`src/rtl/branch_resolve_unit_pkg.sv`:
```
// Shared pipeline definitions for the ID-stage branch resolver.
//   XLEN      : datapath / PC width
//   FWD_*     : encoding of the EX/MEM->ID forwarding selects (F1/F2)
//   state_e   : resolver FSM state (IDLE, STALL)
package branch_resolve_unit_pkg;

  localparam int XLEN = 32;

  localparam logic [1:0] FWD_REG = 2'b00;
  localparam logic [1:0] FWD_EX  = 2'b01;
  localparam logic [1:0] FWD_MEM = 2'b10;

  typedef enum logic {
    IDLE  = 1'b0,
    STALL = 1'b1
  } state_e;

endpackage

```
`src/rtl/branch_resolve_unit_if.sv`:
```
// Bundle of all ID-stage branch-resolution signals.
//   slave  : seen by branch_resolve_unit (decode/forwarding inputs, control outputs)
//   master : seen by whatever drives the ID stage (here, the testbench)
interface branch_resolve_unit_if #(
  parameter int XLEN  = 32,
  parameter int CNT_W = 16
);

  logic             IF_ID_branch;
  logic             IF_ID_bne;
  logic [XLEN-1:0]  IF_ID_pc_plus4;
  logic [XLEN-1:0]  IF_ID_imm;
  logic [XLEN-1:0]  rs_data;
  logic [XLEN-1:0]  rt_data;
  logic [1:0]       F1;
  logic [1:0]       F2;
  logic [XLEN-1:0]  ex_result;
  logic [XLEN-1:0]  mem_result;
  logic             ID_EX_MemRead;
  logic             EX_MEM_MemRead;

  logic             stall;
  logic             pc_src;
  logic [XLEN-1:0]  branch_target;
  logic             flush_if_id;
  logic             last_taken;
  logic [CNT_W-1:0] resolve_count;
  logic [CNT_W-1:0] taken_count;
  logic [CNT_W-1:0] stall_count;
  logic             err;

  modport slave (
    input  IF_ID_branch, IF_ID_bne, IF_ID_pc_plus4, IF_ID_imm,
    input  rs_data, rt_data, F1, F2, ex_result, mem_result,
    input  ID_EX_MemRead, EX_MEM_MemRead,
    output stall, pc_src, branch_target, flush_if_id, last_taken,
    output resolve_count, taken_count, stall_count, err
  );

  modport master (
    output IF_ID_branch, IF_ID_bne, IF_ID_pc_plus4, IF_ID_imm,
    output rs_data, rt_data, F1, F2, ex_result, mem_result,
    output ID_EX_MemRead, EX_MEM_MemRead,
    input  stall, pc_src, branch_target, flush_if_id, last_taken,
    input  resolve_count, taken_count, stall_count, err
  );

endinterface

```
`src/rtl/branch_resolve_unit_fwd_operand_mux.sv`:
```
// One branch operand: choose regfile / EX / MEM value from a forwarding select.
//   sel         : forwarding select (FWD_REG / FWD_EX / FWD_MEM; 2'b11 illegal)
//   reg_data    : register-file read
//   ex_result   : ALU output in EX;  ex_is_load  : that instruction is a load
//   mem_result  : ALU result in MEM; mem_is_load : that instruction is a load
//   operand     : selected value
//   ready       : value is available this cycle (not a pending load)
//   illegal     : sel was 2'b11 (falls back to reg_data)
module fwd_operand_mux
  import branch_resolve_unit_pkg::*;
#(
  parameter int W = XLEN
) (
  input  logic [1:0]   sel,
  input  logic [W-1:0] reg_data,
  input  logic [W-1:0] ex_result,
  input  logic [W-1:0] mem_result,
  input  logic         ex_is_load,
  input  logic         mem_is_load,
  output logic [W-1:0] operand,
  output logic         ready,
  output logic         illegal
);

  always_comb begin
    // NOTE: every output gets a default first so no path leaves it unassigned (no latch).
    operand = reg_data;
    ready   = 1'b1;
    illegal = 1'b0;
    unique case (sel)
      FWD_REG: operand = reg_data;
      FWD_EX: begin
        operand = ex_result;
        ready   = ~ex_is_load;   // load data appears only after MEM
      end
      FWD_MEM: begin
        operand = mem_result;
        ready   = ~mem_is_load;  // mem_result is the address, not the loaded data
      end
      default: illegal = 1'b1;
    endcase
  end

endmodule

```
`src/rtl/branch_resolve_unit.sv`:
```
// ID-stage beq/bne resolver with load-use stall, statistics and sticky error.
//   clk, rst_n : clock, asynchronous active-low reset
//   bus        : branch_resolve_unit_if.slave -- decode/forwarding inputs,
//                stall / pc_src / branch_target / flush_if_id control outputs,
//                last_taken, saturating resolve/taken/stall counters, err
module branch_resolve_unit
  import branch_resolve_unit_pkg::*;
#(
  parameter int W         = XLEN,
  parameter int CNT_W     = 16,
  parameter int MAX_STALL = 2
) (
  input  logic                   clk,
  input  logic                   rst_n,
  branch_resolve_unit_if.slave   bus
);

  logic [W-1:0] op_a, op_b;
  logic         ready_a, ready_b, illegal_a, illegal_b;
  logic         is_br, hazard, resolve, taken;

  fwd_operand_mux #(.W(W)) u_mux_a (
    .sel(bus.F1), .reg_data(bus.rs_data),
    .ex_result(bus.ex_result), .mem_result(bus.mem_result),
    .ex_is_load(bus.ID_EX_MemRead), .mem_is_load(bus.EX_MEM_MemRead),
    .operand(op_a), .ready(ready_a), .illegal(illegal_a)
  );

  fwd_operand_mux #(.W(W)) u_mux_b (
    .sel(bus.F2), .reg_data(bus.rt_data),
    .ex_result(bus.ex_result), .mem_result(bus.mem_result),
    .ex_is_load(bus.ID_EX_MemRead), .mem_is_load(bus.EX_MEM_MemRead),
    .operand(op_b), .ready(ready_b), .illegal(illegal_b)
  );

  assign is_br   = bus.IF_ID_branch | bus.IF_ID_bne;
  assign hazard  = is_br & ~(ready_a & ready_b);
  assign resolve = is_br & ~hazard;
  assign taken   = resolve & (bus.IF_ID_branch ? (op_a == op_b) : (op_a != op_b));

  assign bus.stall         = hazard;
  assign bus.pc_src        = taken;
  assign bus.flush_if_id   = taken;
  assign bus.branch_target = bus.IF_ID_pc_plus4 + {bus.IF_ID_imm[W-3:0], 2'b00};

  // State and statistics
  state_e           state_q, state_d;
  logic [1:0]       stall_cnt_q, stall_cnt_d;    // consecutive stall cycles, sat. at 3
  logic             err_q, err_d;
  logic             last_taken_q, last_taken_d;
  logic [CNT_W-1:0] resolve_count_q, resolve_count_d;
  logic [CNT_W-1:0] taken_count_q, taken_count_d;
  logic [CNT_W-1:0] stall_count_q, stall_count_d;

  always_comb begin
    state_d     = state_q;
    stall_cnt_d = stall_cnt_q;
    err_d       = err_q | (is_br & (illegal_a | illegal_b));
    unique case (state_q)
      IDLE: begin
        if (hazard) begin
          state_d     = STALL;
          stall_cnt_d = 2'd1;
          if (MAX_STALL < 1) err_d = 1'b1;
        end
      end
      STALL: begin
        if (!is_br) begin
          // Branch squashed underneath us: abandon without resolving.
          state_d     = IDLE;
          stall_cnt_d = 2'd0;
        end else if (hazard) begin
          if (stall_cnt_q != 2'd3) stall_cnt_d = stall_cnt_q + 2'd1;
          if (int'(stall_cnt_q) + 1 > MAX_STALL) err_d = 1'b1;
        end else begin
          state_d     = IDLE;
          stall_cnt_d = 2'd0;
        end
      end
      default: begin
        state_d     = IDLE;
        stall_cnt_d = 2'd0;
      end
    endcase

    last_taken_d    = resolve ? taken : last_taken_q;
    resolve_count_d = (resolve && resolve_count_q != '1) ? resolve_count_q + CNT_W'(1)
                                                         : resolve_count_q;
    taken_count_d   = (taken && taken_count_q != '1) ? taken_count_q + CNT_W'(1)
                                                     : taken_count_q;
    stall_count_d   = (hazard && stall_count_q != '1) ? stall_count_q + CNT_W'(1)
                                                      : stall_count_q;
  end

  // NOTE: non-blocking assignments for every flop; reset is asynchronous so a
  // mid-stall reset clears state immediately rather than at the next edge.
  always_ff @(posedge clk or negedge rst_n) begin
    if (!rst_n) begin
      state_q         <= IDLE;
      stall_cnt_q     <= 2'd0;
      err_q           <= 1'b0;
      last_taken_q    <= 1'b0;
      resolve_count_q <= '0;
      taken_count_q   <= '0;
      stall_count_q   <= '0;
    end else begin
      state_q         <= state_d;
      stall_cnt_q     <= stall_cnt_d;
      err_q           <= err_d;
      last_taken_q    <= last_taken_d;
      resolve_count_q <= resolve_count_d;
      taken_count_q   <= taken_count_d;
      stall_count_q   <= stall_count_d;
    end
  end

  assign bus.last_taken    = last_taken_q;
  assign bus.resolve_count = resolve_count_q;
  assign bus.taken_count   = taken_count_q;
  assign bus.stall_count   = stall_count_q;
  assign bus.err           = err_q;

endmodule

```
`src/flat_wrapper.sv`:
```
// flat-port wrapper written by rule: the top's interface ports become plain ports
module branch_resolve_unit_flat import branch_resolve_unit_pkg::*;
#(
  parameter int W         = XLEN,
  parameter int CNT_W     = 16,
  parameter int MAX_STALL = 2
)
  (clk, rst_n, bus_IF_ID_branch, bus_IF_ID_bne, bus_IF_ID_pc_plus4, bus_IF_ID_imm, bus_rs_data, bus_rt_data, bus_F1, bus_F2, bus_ex_result, bus_mem_result, bus_ID_EX_MemRead, bus_EX_MEM_MemRead, bus_stall, bus_pc_src, bus_branch_target, bus_flush_if_id, bus_last_taken, bus_resolve_count, bus_taken_count, bus_stall_count, bus_err);
  branch_resolve_unit_if #(.XLEN(XLEN), .CNT_W(CNT_W)) bus_i ();
  input  logic clk;
  input  logic rst_n;
  input wire logic [$bits(bus_i.IF_ID_branch)-1:0] bus_IF_ID_branch;
  input wire logic [$bits(bus_i.IF_ID_bne)-1:0] bus_IF_ID_bne;
  input wire logic [$bits(bus_i.IF_ID_pc_plus4)-1:0] bus_IF_ID_pc_plus4;
  input wire logic [$bits(bus_i.IF_ID_imm)-1:0] bus_IF_ID_imm;
  input wire logic [$bits(bus_i.rs_data)-1:0] bus_rs_data;
  input wire logic [$bits(bus_i.rt_data)-1:0] bus_rt_data;
  input wire logic [$bits(bus_i.F1)-1:0] bus_F1;
  input wire logic [$bits(bus_i.F2)-1:0] bus_F2;
  input wire logic [$bits(bus_i.ex_result)-1:0] bus_ex_result;
  input wire logic [$bits(bus_i.mem_result)-1:0] bus_mem_result;
  input wire logic [$bits(bus_i.ID_EX_MemRead)-1:0] bus_ID_EX_MemRead;
  input wire logic [$bits(bus_i.EX_MEM_MemRead)-1:0] bus_EX_MEM_MemRead;
  output wire logic [$bits(bus_i.stall)-1:0] bus_stall;
  output wire logic [$bits(bus_i.pc_src)-1:0] bus_pc_src;
  output wire logic [$bits(bus_i.branch_target)-1:0] bus_branch_target;
  output wire logic [$bits(bus_i.flush_if_id)-1:0] bus_flush_if_id;
  output wire logic [$bits(bus_i.last_taken)-1:0] bus_last_taken;
  output wire logic [$bits(bus_i.resolve_count)-1:0] bus_resolve_count;
  output wire logic [$bits(bus_i.taken_count)-1:0] bus_taken_count;
  output wire logic [$bits(bus_i.stall_count)-1:0] bus_stall_count;
  output wire logic [$bits(bus_i.err)-1:0] bus_err;
  assign bus_i.IF_ID_branch = bus_IF_ID_branch;
  assign bus_i.IF_ID_bne = bus_IF_ID_bne;
  assign bus_i.IF_ID_pc_plus4 = bus_IF_ID_pc_plus4;
  assign bus_i.IF_ID_imm = bus_IF_ID_imm;
  assign bus_i.rs_data = bus_rs_data;
  assign bus_i.rt_data = bus_rt_data;
  assign bus_i.F1 = bus_F1;
  assign bus_i.F2 = bus_F2;
  assign bus_i.ex_result = bus_ex_result;
  assign bus_i.mem_result = bus_mem_result;
  assign bus_i.ID_EX_MemRead = bus_ID_EX_MemRead;
  assign bus_i.EX_MEM_MemRead = bus_EX_MEM_MemRead;
  assign bus_stall = bus_i.stall;
  assign bus_pc_src = bus_i.pc_src;
  assign bus_branch_target = bus_i.branch_target;
  assign bus_flush_if_id = bus_i.flush_if_id;
  assign bus_last_taken = bus_i.last_taken;
  assign bus_resolve_count = bus_i.resolve_count;
  assign bus_taken_count = bus_i.taken_count;
  assign bus_stall_count = bus_i.stall_count;
  assign bus_err = bus_i.err;
  branch_resolve_unit #(.W(W), .CNT_W(CNT_W), .MAX_STALL(MAX_STALL)) u_core (.clk(clk), .rst_n(rst_n), .bus(bus_i));
endmodule
```
`config.mk`:
```
export PLATFORM = sky130hd
export DESIGN_NAME = branch_resolve_unit_flat
export DESIGN_NICKNAME = d
export VERILOG_FILES = /design/src/rtl/branch_resolve_unit_pkg.sv /design/src/rtl/branch_resolve_unit_if.sv /design/src/rtl/branch_resolve_unit_fwd_operand_mux.sv /design/src/rtl/branch_resolve_unit.sv /design/src/flat_wrapper.sv
export SDC_FILE = /design/constraint.sdc
export NUM_CORES = 1
export LEC_CHECK = 0
export ABC_CLOCK_PERIOD_IN_PS = 2920
export CAP_MARGIN = 25
export CORE_MARGIN = 5
export CORE_UTILIZATION = 37
export CTS_CLUSTER_DIAMETER = 40
export CTS_CLUSTER_SIZE = 40
export DETAILED_ROUTE_END_ITERATION = 8
export GPL_TIMING_DRIVEN = 0
export PLACE_DENSITY = 0.78
export REMOVE_ABC_BUFFERS = 1
export SLEW_MARGIN = 20
export SYNTH_ARGS = -nofsm -noshare
export SYNTH_HDL_FRONTEND = slang
export SYNTH_SLANG_ARGS = --single-unit
```
`constraint.sdc`:
```
create_clock -name clk -period 2.92 [get_ports clk]
set_clock_uncertainty 0.1 [all_clocks]
set_input_delay 0.292 -clock clk [delete_from_list [all_inputs] [get_ports clk]]
set_output_delay 0.292 -clock clk [all_outputs]
set_load 0.005 [all_outputs]
```
Word level (Yosys, flattened, before mapping). Index checks and enable logic that the tools add are counted.

Bits in registers: 53. Input port bits: 202. Logic and storage cells: 66. Output and inout port bits: 85.

Reductions and logical operators: 8. Mux-type cells: 19. Magnitude comparators: 1. Bitwise operators: 13. $add $sub $neg: 6. Equal/unequal tests: 12.

Operators with widths (count): one-hot mux 32 bit (2 select lines) (2); adder 16 x 1 -> 16 bit (second input constant) (3); != test 16 bit (second input constant) (3); adder 32 bit (1); == test 32 bit (1); > comparator 32 x 3 -> 1 bit (second input constant) (1); != test 32 bit (1); 2-to-1 mux 1 bit (9); 2-to-1 mux 2 bit (4); one-hot mux 1 bit (2 select lines) (3); OR reduction 3 bit (2); bitwise AND 1 bit (5); NOT 1 bit (5); == test 2 x 1 -> 1 bit (second input constant) (2); == test 2 bit (second input constant) (2); logical NOT 2 bit (2); != test 4 bit (second input constant) (1); one-hot mux 2 bit (2 select lines) (1); adder 2 x 1 -> 3 bit (second input constant) (1); logical AND 1 bit (3); OR 1 bit (3); adder 2 x 1 -> 2 bit (second input constant) (1); != test 2 x 1 -> 1 bit (second input constant) (1); != test 2 bit (second input constant) (1); AND reduction 2 bit (1).

Depth between registers and ports, before layout.
Word-level depth: 10. Mapped depth: 13. Gate-level depth less buffers: 11.

Hierarchy. From an unflattened synthesis, not the netlist that was laid out.

Cell total of the unflattened synthesis: 765. Area, all modules: 5959.5 um^2.

By module, submodules not included: branch_resolve_unit (area an instance 4545.6 um^2, times used 1, seq. area each 1326.3 um^2, cells an instance 527); fwd_operand_mux (area an instance 706.9 um^2, times used 2, seq. area each 0.0 um^2, cells an instance 119).

Least setup slack after synthesis. OpenSTA, ideal clock, no wires.

Path type: input to register. Start: in bus_F2[0]. End: reg u_core.taken_count_q[14], in the netlist u_core.bus.taken_count[14]. Arrival time: 2945 ps. Setup time: 125 ps. Slack: -249 ps. Stages: 13. Path buffers: 2. Required time: 2695 ps. Path through: inv_1 ha_1 buf_6 buf_6 nor2b_1 or4_1 a22oi_2 nand4_2 nor4_4 mux2_4 and2b_1 and3_1 xor2_1.

Longest elaborated chain between the ends: 9. Elaborated cells on any way between the ends: 14. Classes of those cells: eq/ne: 4; mux: 3; bitwise: 6; reduce/logical: 1.

Ends and longest elaborated chain: start, declared (RTL line flat_wrapper.sv:19) `input wire logic [$bits(bus_i.F2)-1:0] bus_F2;`; parallel branches: the longest is 7 deep, another holds one-hot mux 32 bit (2 select lines); bitwise AND 1 bit * (RTL line branch_resolve_unit.sv:39) `assign taken = resolve & (bus.IF_ID_branch ? (op_a == op_b) : (op_a != op_b));`; logical AND 1 bit * (RTL line branch_resolve_unit.sv:89) `taken_count_d = (taken && taken_count_q != '1) ? taken_count_q + CNT_W'(1)`; end signal, assigned (RTL line branch_resolve_unit.sv:112) `taken_count_q <= taken_count_d;`; end, declared (RTL line branch_resolve_unit.sv:52) `logic [CNT_W-1:0] taken_count_q, taken_count_d;`.

Mark *: on every way between the ends. A chain may end at the register's enable or synchronous reset.

Worst setup path in the final report.
Start: in bus_F2[0]. End: out bus_pc_src.

Longest elaborated chain between the ends: 8. Elaborated cells on any way between the ends: 13. Classes of those cells: eq/ne: 4; mux: 3; bitwise: 6.

Ends and longest elaborated chain: parallel branches: the longest is 7 deep, another holds one-hot mux 32 bit (2 select lines); bitwise AND 1 bit * (RTL line branch_resolve_unit.sv:39); end, declared (RTL line flat_wrapper.sv:25) `output wire logic [$bits(bus_i.pc_src)-1:0] bus_pc_src;`.

Marked as above.

==> results <==
[repair_timing]
item,4_1_cts,5_1_grt
setup buffers,48,29
hold endpoints to repair,53,0
resized for setup,241,94
setup endpoints to repair,67,41
hold buffers,1,0
cloned,7,1
pin swaps,77,80
[worst paths after layout]
kind | end | slack, ns | depth (start not counted)
max | bus_pc_src | -0.43 | 15
min | u_core.bus.err$_DFF_PN0_ | 0.36 | 4
max reg2reg | u_core.bus.stall_count[15]$_DFFE_PN0P_ | 0.24 | 9
min reg2reg | u_core.bus.taken_count[10]$_DFFE_PN0P_ | 0.38 | 1
max in group asynchronous | u_core.bus.taken_count[7]$_DFFE_PN0P_ | 1.74 | 2
min in group asynchronous | u_core.bus.taken_count[13]$_DFFE_PN0P_ | 0.52 | 2
[cell families after synthesis]
group | synth area share
compound gates | 0.252
xor+xnor | 0.110
fa+ha+maj | 0.0941
buf+inv | 0.0503
flops | 0.234
mux | 0.00861
simple gates | 0.251
[final cells by class]
class	instances	area (um2)	share of cell area
inverter	14	57.6	0.00563
clock buffer	5	125	0.0122
antenna	2	5.00	0.000490
sequential	53	1330	0.130
clock inverter	3	46.3	0.00453
tap	188	235	0.0230
multi-input combinational	552	4830	0.472
timing repair buffer	363	3600	0.352
[stage by stage]
| stage | cell area (um2) | setup slack, ns | util |
|---|---|---|---|
| after floorplan | 5430 | -0.860 | - |
| after global placement | 8470 | -2.55 | 0.561 |
| after detailed placement | 8520 | -1.73 | 0.565 |
| after CTS | 9820 | -0.418 | 0.651 |
| after global routing | 10200 | -0.527 | 0.677 |
| final | 10200 | -0.426 | 0.677 |
[state kept, by name (all words and copies together) (netlist names)]
signal                    count
u_core.bus.resolve_count     16
u_core.bus.stall_count       16
u_core.bus.taken_count       16
u_core.stall_cnt_q            2
u_core.bus.err                1
u_core.bus.last_taken         1
u_core.state_q                1
[routing by layer]
layer | GRT usage | vias to the layer above | part of all wire
met2 | 0.459 | 353 | 0.50
met5 | 0 | - | 0.0010
met3 | 0.0529 | 64 | 0.084
met4 | 0.0709 | 4 | 0.032
li1 | - | 3226 | -
met1 | 0.294 | 3317 | 0.38
[Yosys cell counts (all sizes together) (4+ instances only)]
| cell type | number | area share |
|---|---|---|
| a221oi | 66 | 0.10 |
| nor2b | 66 | 0.073 |
| dfrtp | 53 | 0.23 |
| xnor2 | 45 | 0.070 |
| ha | 41 | 0.091 |
| or4 | 33 | 0.044 |
| o22ai | 32 | 0.035 |
| nand2 | 31 | 0.021 |
| buf | 30 | 0.037 |
| xor2 | 26 | 0.040 |
| a21oi | 24 | 0.021 |
| nor2 | 23 | 0.015 |
| nand3 | 22 | 0.019 |
| nand4 | 19 | 0.022 |
| o21ai | 18 | 0.016 |
| a22oi | 16 | 0.023 |
| inv | 14 | 0.0093 |
| a21o | 13 | 0.017 |
| and3 | 12 | 0.013 |
| clkbuf | 6 | 0.0040 |
| nand2b | 5 | 0.0055 |
| nor3 | 5 | 0.0044 |
| o21a | 5 | 0.0066 |
| o21bai | 5 | 0.0066 |
| a31oi | 4 | 0.0044 |
| and2 | 4 | 0.0044 |
| and4 | 4 | 0.0062 |
| mux2 | 4 | 0.0086 |
[critical path, cell delays in order]
cell and delay, ns:
buf_8 0.08, inv_4 0.03, ha_4 0.26, buf_4 0.15, buf_6 0.11, buf_4 0.13
nor2b_1 0.13, or4_1 0.57, a22oi_2 0.18, nand4_1 0.22, nor4_4 0.26, xor2_1 0.21
nor2_2 0.07, buf_4 0.16, buf_6 0.11
[placed cells by master (no fill, tap or decap), types with 5 or more instances in the layout]
cell type        Yosys  final
or4_4                0     10
a21o_1              13     13
ha_4                 0     25
nand4_1             18     18
nor2b_2              0      6
clkdlybuf4s15_1      0      6
o22ai_1             32     32
nor2b_4              0      9
dfrtp_1             53     53
clkbuf_16            0      6
a21oi_2              0     11
nand3_1             22     18
and3_1              12     11
or4_1               33     23
nand2_1             31     27
o21ai_1              4      5
ha_1                41     15
nand2b_1             5      5
clkdlybuf4s50_1      0    213
inv_1               14     12
nor2b_1             66     51
nor2_1              23     19
buf_12               0      5
buf_4                9     55
buf_16               0      5
buf_2               15      9
o21ai_0             14      5
o21a_1               5      5
a21oi_1             24     11
o21bai_1             5      5
buf_8                0      7
xnor2_1             45     44
o21ai_2              0      7
clkbuf_2             0     12
a22oi_2              2     13
dlygate4sd2_1        0     25
a221oi_1            66     65
xor2_1              26     26
buf_6                6     17
[power groups by stage]
stage	clock network (W)	registers, W	logic [W]
finish	0.000669	0.00105	0.00222
global route	0.000709	0.00108	0.00238
CTS	0.000680	0.00104	0.00206
detailed placement	0	0.00105	0.00177
global placement	0	0.00106	0.00174
floorplan	0	0.00104	0.000826
==> results.sh <==
export IMPL_setup_violations=20
export IMPL_synthArstFlopShare=1.00
export IMPL_layout_drive_gt1_share=0.242
export IMPL_synth_ff_type="dfrtp_1"
export IMPL_rows=45
export IMPL_cts_root_buf="clkbuf_16"
export IMPL_p_leak_nw=4.20
export IMPL_synth_edf_count=0
export IMPL_finalHoldViolations=0
export IMPL_critPathLaunchType="primary input"
export IMPL_firstDrtPassIters=5
export IMPL_critPathRequiredTime_ns=2.53
export IMPL_violations="setup timing"
export IMPL_start_util=0.376
export IMPL_synth_cell_types=54
export IMPL_dieHeight_um=134
export IMPL_outcome="complete, but fails checks"
export IMPL_avgSynthCellArea_um2=8.65
export IMPL_worst_hold_slack_ns=0.364
export IMPL_vias=6964
export IMPL_p_int_w=0.00257
export IMPL_drtIter0Drc=401
export IMPL_rr_startpoint="u_core.bus.stall_count[8]$_DFFE_PN0P_"
export IMPL_portBuffers=280
export IMPL_wire_per_inst_um=21.1
export IMPL_area_growth_pct=80.3
export IMPL_synth_seq_cells=53
export IMPL_fin_crit_ns=3.35
export IMPL_cap_violations=0
export IMPL_seq_power_share=0.267
export IMPL_die_x_um=134
export IMPL_fill_cells=1132
export IMPL_crit_arrival_ns=2.95
export IMPL_antenna_found_initial=4
export IMPL_netlist_instances=655
export IMPL_worst_slack_ns=-0.426
export IMPL_grt_pass1_wl_um=36500
export IMPL_path_max_fanout=5
export IMPL_cts_buffer_depth=2
export IMPL_end_kind="output port"
export IMPL_nNetsFinal=1233
export IMPL_cts_made_buffers=5
export IMPL_grt_total_usage=0.251
export IMPL_grt_pass1_vias=6861
export IMPL_die_area_mm2=0.0179
export IMPL_critical_path_startpoint="bus_F2[0]"
export IMPL_yosysWarnings=0
export IMPL_routed_wl_um=24900
export IMPL_path_clk_slew_ns=0.07
export IMPL_synth_seq_area_share=0.234
export IMPL_synth_area_mm2=0.00567
export IMPL_path_class="in2out"
export IMPL_grt_overflow_total=0
export IMPL_dp_cells=1089
export IMPL_ant_nets=0
export IMPL_fin_cells=1180
export IMPL_grt_start_max_net_pins=54
export IMPL_peakVddDrop_uv=404
export IMPL_vias_per_cell=5.90
export IMPL_max_freq_mhz=299
export IMPL_tns_ns=-5.91
export IMPL_hold_path_class="in2reg"
export IMPL_io_pins=287
export IMPL_core_mm2=0.0151
export IMPL_worstHoldStart="bus_F2[1]"
export IMPL_max_slew_margin=0.549
export IMPL_powerDensity_mw_per_mm2=386
export IMPL_insertion_delay_ns=0.29
export IMPL_swShare=0.348
export IMPL_tightest_slew_ns=0.677
export IMPL_pwr_share_clk=0.170
export IMPL_tritoncts="done"
export IMPL_gp_congestion=0.900
export IMPL_cts_sinks=53
export IMPL_p_switching_w=0.00137
export IMPL_drc=0
export IMPL_p_total_w=0.00394
export IMPL_grt_setup_unrepaired="true"
export IMPL_htree_levels=2
export IMPL_dpl_hpwl_um=15900
export IMPL_combPwrFrac=0.564
export IMPL_finalCritPeriodShare=1.15
export IMPL_slew_viol_final=0
No activity file was read; power rests on OpenSTA's default activity.
